[config.mk]
export PLATFORM = sky130hd
export DESIGN_NAME = active_trigger_multi
export DESIGN_NICKNAME = d
export VERILOG_FILES = /design/src/rtl/active_trigger_multi.sv
export SDC_FILE = /design/constraint.sdc
export NUM_CORES = 1
export LEC_CHECK = 0
export CAP_MARGIN = 20
export CORE_MARGIN = 5
export CORE_UTILIZATION = 30
export DETAILED_ROUTE_END_ITERATION = 7
export PLACE_DENSITY_LB_ADDON = 0.25
export REMOVE_ABC_BUFFERS = 1
export SYNTH_ARGS = -nofsm -noshare
export SYNTH_HDL_FRONTEND = slang
export SYNTH_SLANG_ARGS = --single-unit
[constraint.sdc]
create_clock -name uc_clk -period 2.1 [get_ports uc_clk]
set_clock_uncertainty 0.05 [all_clocks]
set_input_delay 0.42 -clock uc_clk [delete_from_list [all_inputs] [get_ports uc_clk]]
set_output_delay 0.42 -clock uc_clk [all_outputs]
set_load 0.1 [all_outputs]
[src/rtl/active_trigger_multi.sv]
// Trigger bridge between user logic and the host uc_in/uc_out bus.
// Host side frames captured rising edges per group; device side stretches host trigger commands.
module active_trigger_multi #(
    parameter int unsigned TRIG_GROUPS      = 2,
    parameter int unsigned HOLD_CYCLES      = 4,
    parameter int unsigned DEV_PULSE_CYCLES = 1
) (
    input  logic                     uc_clk,
    input  logic                     uc_reset,
    input  logic [31:0]              uc_in,
    output logic [29:0]              uc_out,
    input  logic [8*TRIG_GROUPS-1:0] trigger_to_host,
    output logic [8*TRIG_GROUPS-1:0] trigger_to_device,
    output logic [TRIG_GROUPS-1:0]   trig_pending,
    output logic                     trig_overflow
);
    localparam int unsigned NB         = 8 * TRIG_GROUPS;
    localparam logic [3:0]  CNT_LAST   = 4'(HOLD_CYCLES - 1);
    localparam logic [7:0]  PULSE_LOAD = 8'(DEV_PULSE_CYCLES);
    localparam logic [2:0]  RR_INIT    = 3'(TRIG_GROUPS - 1);

    typedef enum logic [1:0] {IDLE, SEND, GAP} state_e;

    state_e             state_q, state_d;
    logic [3:0]         cnt_q, cnt_d;
    logic [2:0]         rr_q, rr_d;
    logic [NB-1:0]      prev_q;
    logic [NB-1:0]      pending_q, pending_d;
    logic [NB-1:0]      rise, clr;
    logic               ovf_q, ovf_d;
    logic [29:0]        uc_out_q, uc_out_d;
    logic               cmd_prev_q;
    logic [NB-1:0][7:0] stretch_q, stretch_d;
    logic [NB-1:0]      dev_q, dev_d;

    logic [7:0][7:0]    pend8;
    logic [7:0]         grp_any;
    logic               sel_found;
    logic [2:0]         sel_grp;
    logic [2:0]         cmd_grp;
    logic [7:0]         cmd_byte;
    logic               cmd_accept;
    logic               unused_uc_in;

    function automatic logic [2:0] wrap_grp(input logic [2:0] base, input int unsigned step);
        return 3'((32'(base) + step) % TRIG_GROUPS);
    endfunction

    // Pad the pending vector to 8 groups so group selection can index it with a 3-bit value.
    assign pend8        = 64'(pending_q);
    assign unused_uc_in = ^{uc_in[31:30], uc_in[26:9]};

    always_comb begin
        grp_any = '0;
        for (int unsigned g = 0; g < 8; g++) begin
            grp_any[g] = |pend8[g];
        end
    end

    always_comb begin
        sel_found = 1'b0;
        sel_grp   = '0;
        for (int unsigned i = 1; i <= TRIG_GROUPS; i++) begin
            if (!sel_found && grp_any[wrap_grp(rr_q, i)]) begin
                sel_found = 1'b1;
                sel_grp   = wrap_grp(rr_q, i);
            end
        end
    end

    always_ff @(posedge uc_clk or negedge uc_reset) begin
        if (!uc_reset) begin
            state_q    <= IDLE;
            cnt_q      <= '0;
            rr_q       <= RR_INIT;
            prev_q     <= '0;
            pending_q  <= '0;
            ovf_q      <= 1'b0;
            uc_out_q   <= '0;
            cmd_prev_q <= 1'b0;
            stretch_q  <= '0;
            dev_q      <= '0;
        end else begin
            state_q    <= state_d;
            cnt_q      <= cnt_d;
            rr_q       <= rr_d;
            prev_q     <= trigger_to_host;
            pending_q  <= pending_d;
            ovf_q      <= ovf_d;
            uc_out_q   <= uc_out_d;
            cmd_prev_q <= uc_in[8];
            stretch_q  <= stretch_d;
            dev_q      <= dev_d;
        end
    end

    always_comb begin
        state_d = state_q;
        cnt_d   = cnt_q;
        rr_d    = rr_q;
        clr     = '0;
        case (state_q)
            IDLE: begin
                if (sel_found) begin
                    state_d = SEND;
                    cnt_d   = '0;
                    rr_d    = sel_grp;
                    for (int unsigned b = 0; b < NB; b++) begin
                        clr[b] = (3'(b / 8) == sel_grp);
                    end
                end
            end
            SEND: begin
                cnt_d = cnt_q + 4'd1;
                if (cnt_q == CNT_LAST) begin
                    state_d = GAP;
                end
            end
            GAP:     state_d = IDLE;
            default: state_d = IDLE;
        endcase
    end

    // uc_out is loaded from the next state so the frame appears on the edge that leaves IDLE.
    always_comb begin
        uc_out_d = '0;
        if (state_d == SEND) begin
            if (state_q == IDLE) begin
                uc_out_d = {sel_grp, 18'd0, 1'b1, pend8[sel_grp]};
            end else begin
                uc_out_d = uc_out_q;
            end
        end
    end

    // A fresh rise on a bit being framed this cycle wins over its clear.
    always_comb begin
        rise      = trigger_to_host & ~prev_q;
        pending_d = (pending_q & ~clr) | rise;
        ovf_d     = |(rise & pending_q & ~clr);
    end

    assign cmd_grp    = uc_in[29:27];
    assign cmd_byte   = uc_in[7:0];
    assign cmd_accept = uc_in[8] && !cmd_prev_q && (32'(cmd_grp) < TRIG_GROUPS);

    always_comb begin
        stretch_d = stretch_q;
        dev_d     = '0;
        for (int unsigned b = 0; b < NB; b++) begin
            if (cmd_accept && cmd_byte[3'(b)] && (3'(b / 8) == cmd_grp)) begin
                stretch_d[b] = PULSE_LOAD;
            end else if (stretch_q[b] != '0) begin
                stretch_d[b] = stretch_q[b] - 8'd1;
            end
            dev_d[b] = (stretch_d[b] != '0);
        end
    end

    assign uc_out            = uc_out_q;
    assign trigger_to_device = dev_q;
    assign trig_pending      = grp_any[TRIG_GROUPS-1:0];
    assign trig_overflow     = ovf_q;

endmodule

==> results_dict.tcl, run 1 <==
set metrics [dict create \
    synth_area_um2 10500 \
    ir_drop_mv 1.30 \
    synthToLayoutAreaGrowth_pct 23.0 \
    ys_ff_latch 195 \
    cp.arrival_ns 1.57 \
    initial_core_util_pct 30.5 \
    nNetsFinal 1359 \
    row_count 68 \
    ys_seq_area_share_pct 46.3 \
    hpwlAfterDp_um 16900 \
    fillers 3441 \
    critPathBufInv 2 \
    antenna_cells 0 \
    final_common_cell "dfrtp_1" \
    pwr_density_cell_nw_per_um2 1560 \
    ys.flop_type "dfrtp_1" \
    drtAntennaViolNets 0 \
    power_leakage_nw 5.58 \
    die_area_um2 39000 \
    core-area_um2 34600 \
    rsz0062_at_grt "true" \
    yosys_warnings 0 \
    wl_per_cell_um 13.3 \
    path_delay_family "simple AND/OR/NAND/NOR gates" \
    cp_max_fo 2 \
    path_class "reg -> out" \
    grt_pass1_vias 7914 \
    boundaryPins 99 \
    cp_cell_sequence "nor4_4 > nand2_2 > buf_6 > buf_12" \
    slew_headroom_pct 51.0 \
    layout.cells.non_filler 1744 \
    grtUsageTotal_pct 11.8 \
    hold_path.startpoint "trigger_to_host[8]" \
    crit_path_end_kind "primary output" \
    drtIter0Drc 291 \
    first_pass_iters 5 \
    gp_congestion 0.816 \
    clk_path_buf_depth 2 \
    whs_ns 0.393 \
    root_buffer "clkbuf_16" \
    drive_above_1_share_pct 16.3 \
    synth_edf_count 0 \
    finalSetupTns_ns 0 \
    status "finished, final reports clean" \
    clkLatencyLatePin_ns 0.44 \
    crit_start "pending_q[1]$_DFF_PN0_" \
    post-place-cells 1700 \
    grt_max_degree 52 \
    setup-violations-final 0 \
    overflow 0 \
    drcViolationCount 0 \
    critPathSlowestCell "dfrtp_1" \
    critPathLaunchType "flop" \
    synthArstFlopShare_pct 100 \
    synth.avg_cell_area_um2 9.42 \
    ys_types 64 \
    hold_class "in -> reg" \
    dr_total_vias 8169 \
    routed_wl_um 23200 \
    grt_pass1_wl_um 38400 \
    portBuffers 58 \
    cts.sinks 195 \
    fp.dieW_um 198 \
    clock.fmax_mhz 489 \
    antenna_found_initial 0 \
    drv_slew 0 \
    required_ns 1.63 \
    syn_inst 1120 \
    min_period_ns 2.04 \
    tightest_slew_ns 0.732 \
    fp.dieH_um 198 \
    cts_tree "done" \
    path_clk_slew_ns 0.07 \
    finalHoldViolCount 0 \
    maxCapViolCount 0 \
    cp_slowest_stage_delay_ns 0.42 \
    layout_common_cells "dfrtp_1 (193), nor2_1 (173), buf_4 (118), nand2_1 (103), xnor2_1 (71)" \
    numCtsBuffers 17 \
    htree_levels 4 \
    finalCritPeriodShare_pct 97.4 \
    r2r_start "pending_q[1]$_DFF_PN0_" \
    via_per_inst 4.68 \
]
report_power, final:
part           total [W]  leakage (nW)  internal [W]  switching (W)
sequential       0.00739          2.28       0.00541        0.00198
clock            0.00320         0.278       0.00159        0.00162
combinational    0.00964          3.02       0.00423        0.00541
total             0.0202          5.58        0.0112        0.00901
routing by layer:
layer / track usage (%) / routed length [um] / up-vias / share of wire [%]
li1: - / - / 4158 / -
met1: 15.8 / 11200 / 3897 / 48
met5: 0 / 0 / - / 0
met2: 19.4 / 11000 / 103 / 47
met3: 2.52 / 831 / 11 / 3.6
met4: 2.93 / 216 / 0 / 0.93
area by class of cell:
| type | instances | area (um2) | area share (%) |
|---|---|---|---|
| clock inverters | 14 | 133 | 1.02 |
| multi-input cells | 845 | 5380 | 41.5 |
| well taps | 455 | 569 | 4.39 |
| repair buffers | 157 | 1350 | 10.4 |
| flip-flops and latches | 195 | 4880 | 37.6 |
| inverters | 60 | 228 | 1.75 |
| clock buffers | 18 | 429 | 3.31 |
registers in the layout, indices dropped and copies added, names as in the netlist:
signal	count
cmd_prev_q	1
cnt_q	4
pending_q	16
prev_q	16
rr_q	1
state_q	2
stretch_q	128
trig_overflow	1
trigger_to_device	16
uc_out	10
Yosys cell counts, types with 4 or more instances:
library cell    n  area [um2]
a31o_2          8        70.1
o311a_1         4        40.0
nor3b_1        13        97.6
a22oi_1        12        90.1
a21o_1         17         128
ha_1           33         413
nand4_1         8        50.1
o31ai_1         8        60.1
a21oi_1        40         200
a211oi_1        9        67.6
nor4_2          6        75.1
xnor2_1        71         622
nor4b_1         6        52.6
nor3_1         25         125
mux2i_1         9        90.1
nor4_1         12        75.1
clkbuf_1        9        33.8
o211ai_1        7        52.6
or2_2           8        50.1
inv_1          60         225
nand2_1       103         387
or4_1           9        67.6
nor2_1        173         649
o21ai_1         4        20.0
buf_2           7        35.0
nand3b_1       13        97.6
or3_1          10        62.6
buf_4          20         150
xor2_1         31         272
a32oi_1         8        70.1
and2_1          7        43.8
a31oi_1        14        87.6
nand2b_1       11        68.8
nor2b_1        38         238
o21ai_0        37         185
nand3_1        24         120
o32ai_1         7        61.3
nand4b_1        9        78.8
dfrtp_1       194        4850
final timing paths:
check / endpoint / slack (ns) / depth (start not counted)
max in group asynchronous: stretch_q[72]$_DFF_PN0_ / 0.96 / 3
worst max register to register: trig_overflow$_DFF_PN0_ / 0.07 / 7
worst max-delay path: trig_pending[0] / 0.06 / 4
worst min register to register: uc_out[8]$_DFFE_PN0P_ / 0.43 / 2
min in group asynchronous: prev_q[7]$_DFF_PN0_ / 0.42 / 2
worst min-delay path: prev_q[8]$_DFF_PN0_ / 0.39 / 1
repair_timing:
item	in CTS	in global routing
buffers inserted	6	5
pin swaps	4	4
resized for setup	5	18
endpoints found under the hold margin	33	0
hold buffers	1	0
endpoints found under the setup margin	2	13
stage by stage:
stage | instance area, um2 | setup WS [ns] | total power [W] | utilization (%)
floorplan | 10400 | -0.245 | 0.0142 | -
global placement | 12200 | -0.287 | 0.0167 | 35.3
detailed placement | 12200 | -0.282 | 0.0168 | 35.3
CTS | 12800 | 0.0197 | 0.0202 | 37.1
global route | 13000 | -0.00622 | 0.0220 | 37.5
finish | 13000 | 0.0553 | 0.0202 | 37.5
cell families after synthesis:
group	after synthesis	synth area share, %
simple gates	492	24.1
flops	195	46.3
compound gates	188	11.8
xor+xnor	102	8.47
buf+inv	99	4.41
fa+ha+maj	33	3.91
mux	10	0.961
other cells	1	0.0355
No activity file was read; power rests on OpenSTA's default activity.
==> inputs of run 2 (changes only) <==
--- a/config.mk
+++ b/config.mk
@@ -9,6 +9,7 @@
 export CORE_MARGIN = 5
 export CORE_UTILIZATION = 30
 export DETAILED_ROUTE_END_ITERATION = 7
+export GPL_TIMING_DRIVEN = 1
 export PLACE_DENSITY_LB_ADDON = 0.25
 export REMOVE_ABC_BUFFERS = 1
 export SYNTH_ARGS = -nofsm -noshare
==> results of run 2 <==
The final DEF is identical to that of run 1; final timing and power are the same.
==> inputs of run 3 (changes only) <==
--- a/config.mk
+++ b/config.mk
@@ -9,8 +9,9 @@
 export CORE_MARGIN = 5
 export CORE_UTILIZATION = 30
 export DETAILED_ROUTE_END_ITERATION = 7
+export GPL_ROUTABILITY_DRIVEN = 0
 export GPL_TIMING_DRIVEN = 1
-export PLACE_DENSITY_LB_ADDON = 0.25
+export PLACE_DENSITY = 0.6
 export REMOVE_ABC_BUFFERS = 1
 export SYNTH_ARGS = -nofsm -noshare
 export SYNTH_HDL_FRONTEND = slang
==> results_dict.tcl, run 3 (synthesis results as in run 1) <==
set metrics [dict create \
    critPathBufInv 2 \
    finalCritPeriodShare_pct 97.7 \
    finalHoldViolCount 0 \
    antenna_cells 0 \
    fin_ws_ns 0.0483 \
    nNetsFinal 1352 \
    boundaryPins 99 \
    dr_total_vias 8314 \
    antenna_found_initial 0 \
    drv_slew 0 \
    layout_common_cells "dfrtp_1 (190), nor2_1 (172), buf_4 (115), nand2_1 (103), xnor2_1 (71)" \
    root_buffer "clkbuf_16" \
    crit_path_end_kind "primary output" \
    largest_reg_flops 128 \
    drcViolationCount 0 \
    power_leakage_nw 5.56 \
    placed_area_um2 12100 \
    drive_above_1_share_pct 16.2 \
    regMostFlops "stretch_q" \
    clock.fmax_mhz 487 \
    design_area_um2 12900 \
    portBuffers 58 \
    dp_slack_ns -0.269 \
    grt_max_degree 56 \
    path_class "reg -> out" \
    grt_pass1_vias 8120 \
    path_clk_slew_ns 0.07 \
    critPathLaunchType "flop" \
    slew_headroom_pct 53.7 \
    hpwlAfterDp_um 17000 \
    path_delay_family "simple AND/OR/NAND/NOR gates" \
    grtUsageTotal_pct 12.1 \
    cp_slowest_stage_delay_ns 0.43 \
    numCtsBuffers 17 \
    synthToLayoutAreaGrowth_pct 22.7 \
    ir_drop_mv 0.919 \
    grt_pass1_wl_um 39700 \
    tightest_slew_ns 0.691 \
    status "finished, final reports clean" \
    rsz0062_at_grt "true" \
    fp.dieW_um 198 \
    cts_tree "done" \
    core-area_um2 34600 \
    routed_wl_um 23300 \
    htree_levels 4 \
    setup-violations-final 0 \
    clkLatencyLatePin_ns 0.45 \
    clk_path_buf_depth 2 \
    die_area_um2 39000 \
    final_common_cell "dfrtp_1" \
    row_count 68 \
    required_ns 1.63 \
    drtIter0Drc 408 \
    cts.sinks 195 \
    pwr_density_cell_nw_per_um2 1590 \
    overflow 0 \
    post-place-cells 1695 \
    layout.cells.non_filler 1737 \
    maxCapViolCount 0 \
    cp.arrival_ns 1.58 \
    drtAntennaViolNets 0 \
    critPathSlowestCell "dfrtp_2" \
    finalPower_w 0.0205 \
    fp.dieH_um 198 \
    hold_class "in -> reg" \
    wl_per_cell_um 13.4 \
    initial_core_util_pct 30.5 \
    cp_cell_sequence "nor4_4 > and2_4 > inv_4 > buf_12" \
    min_period_ns 2.05 \
    cp_max_fo 2 \
    via_per_inst 4.79 \
    first_pass_iters 5 \
]
## run 3: cell count changes in the layout (fill, tap and decap cells not counted), moves of 3 or more
cell | before | now
buf_4 | 118 | 115
dfrtp_2 | 1 | 4
inv_6 | 6 | 3
dfrtp_1 | 193 | 190
## run 3: through the flow
stage                     utilization (%)  setup TNS [ns]  hold WS, ns
after CTS                            37.0               0        0.373
after global placement               35.1           -4.45        0.288
after global routing                 37.4         -0.0433        0.379
after floorplan                         -           -4.35       0.0744
final                                37.4               0        0.393
after detailed placement             35.1           -7.46        0.296
## run 3: what timing repair did
action	CTS	global route
cloned	0	0
buffers inserted	3	7
endpoints found under the hold margin	25	0
pin swaps	1	4
gates resized for setup	3	21
hold buffers	1	0
endpoints found under the setup margin	2	10
## run 3: worst register-to-register path: stages, from the launching register on
cell     delay, ns
dfrtp_1       0.39
inv_1         0.10
ha_1          0.24
inv_1         0.10
a21oi_1       0.08
o32ai_2       0.30
a31oi_1       0.11
or4_1         0.52
## run 3: area by class of cell
type / instances / area [um2]
clock buffer: 18 / 429
fill: 3453 / 21700
sequential: 195 / 4890
tap: 455 / 569
clock inverter: 14 / 183
multi-input combinational: 845 / 5380
inverter: 60 / 228
timing repair buffer: 150 / 1270
## run 3: routing by layer
| metal | share of wire [%] | global-route usage [%] | vias to the layer above | wire [um] |
|---|---|---|---|---|
| met4 | 2.0 | 3.77 | 0 | 476 |
| met2 | 47 | 19.8 | 131 | 10900 |
| met1 | 47 | 16.0 | 4016 | 11000 |
| met5 | 0 | 0 | - | 0 |
| met3 | 4.2 | 2.92 | 31 | 979 |
| li1 | - | - | 4136 | - |
## run 3: power by group
part / total, W / internal, W / leakage (nW) / switching [W]
clock network: 0.00346 / 0.00183 / 0.303 / 0.00163
logic: 0.00967 / 0.00423 / 2.98 / 0.00544
registers: 0.00740 / 0.00542 / 2.28 / 0.00198
## run 3: worst paths after layout
check / start / to / slack (ns) / cells after the start
worst min register to register: rr_q[0]$_DFFE_PN1P_ / rr_q[0]$_DFFE_PN1P_ / 0.44 / 2
max in group asynchronous: uc_reset / stretch_q[32]$_DFF_PN0_ / 0.93 / 3
min in group asynchronous: uc_reset / prev_q[14]$_DFF_PN0_ / 0.40 / 2
worst max register to register: stretch_q[72]$_DFF_PN0_ / trigger_to_device[9]$_DFF_PN0_ / 0.07 / 7
worst max-delay path: pending_q[8]$_DFF_PN0_ / trig_pending[1] / 0.05 / 4
worst min-delay path: trigger_to_host[6] / prev_q[6]$_DFF_PN0_ / 0.39 / 1
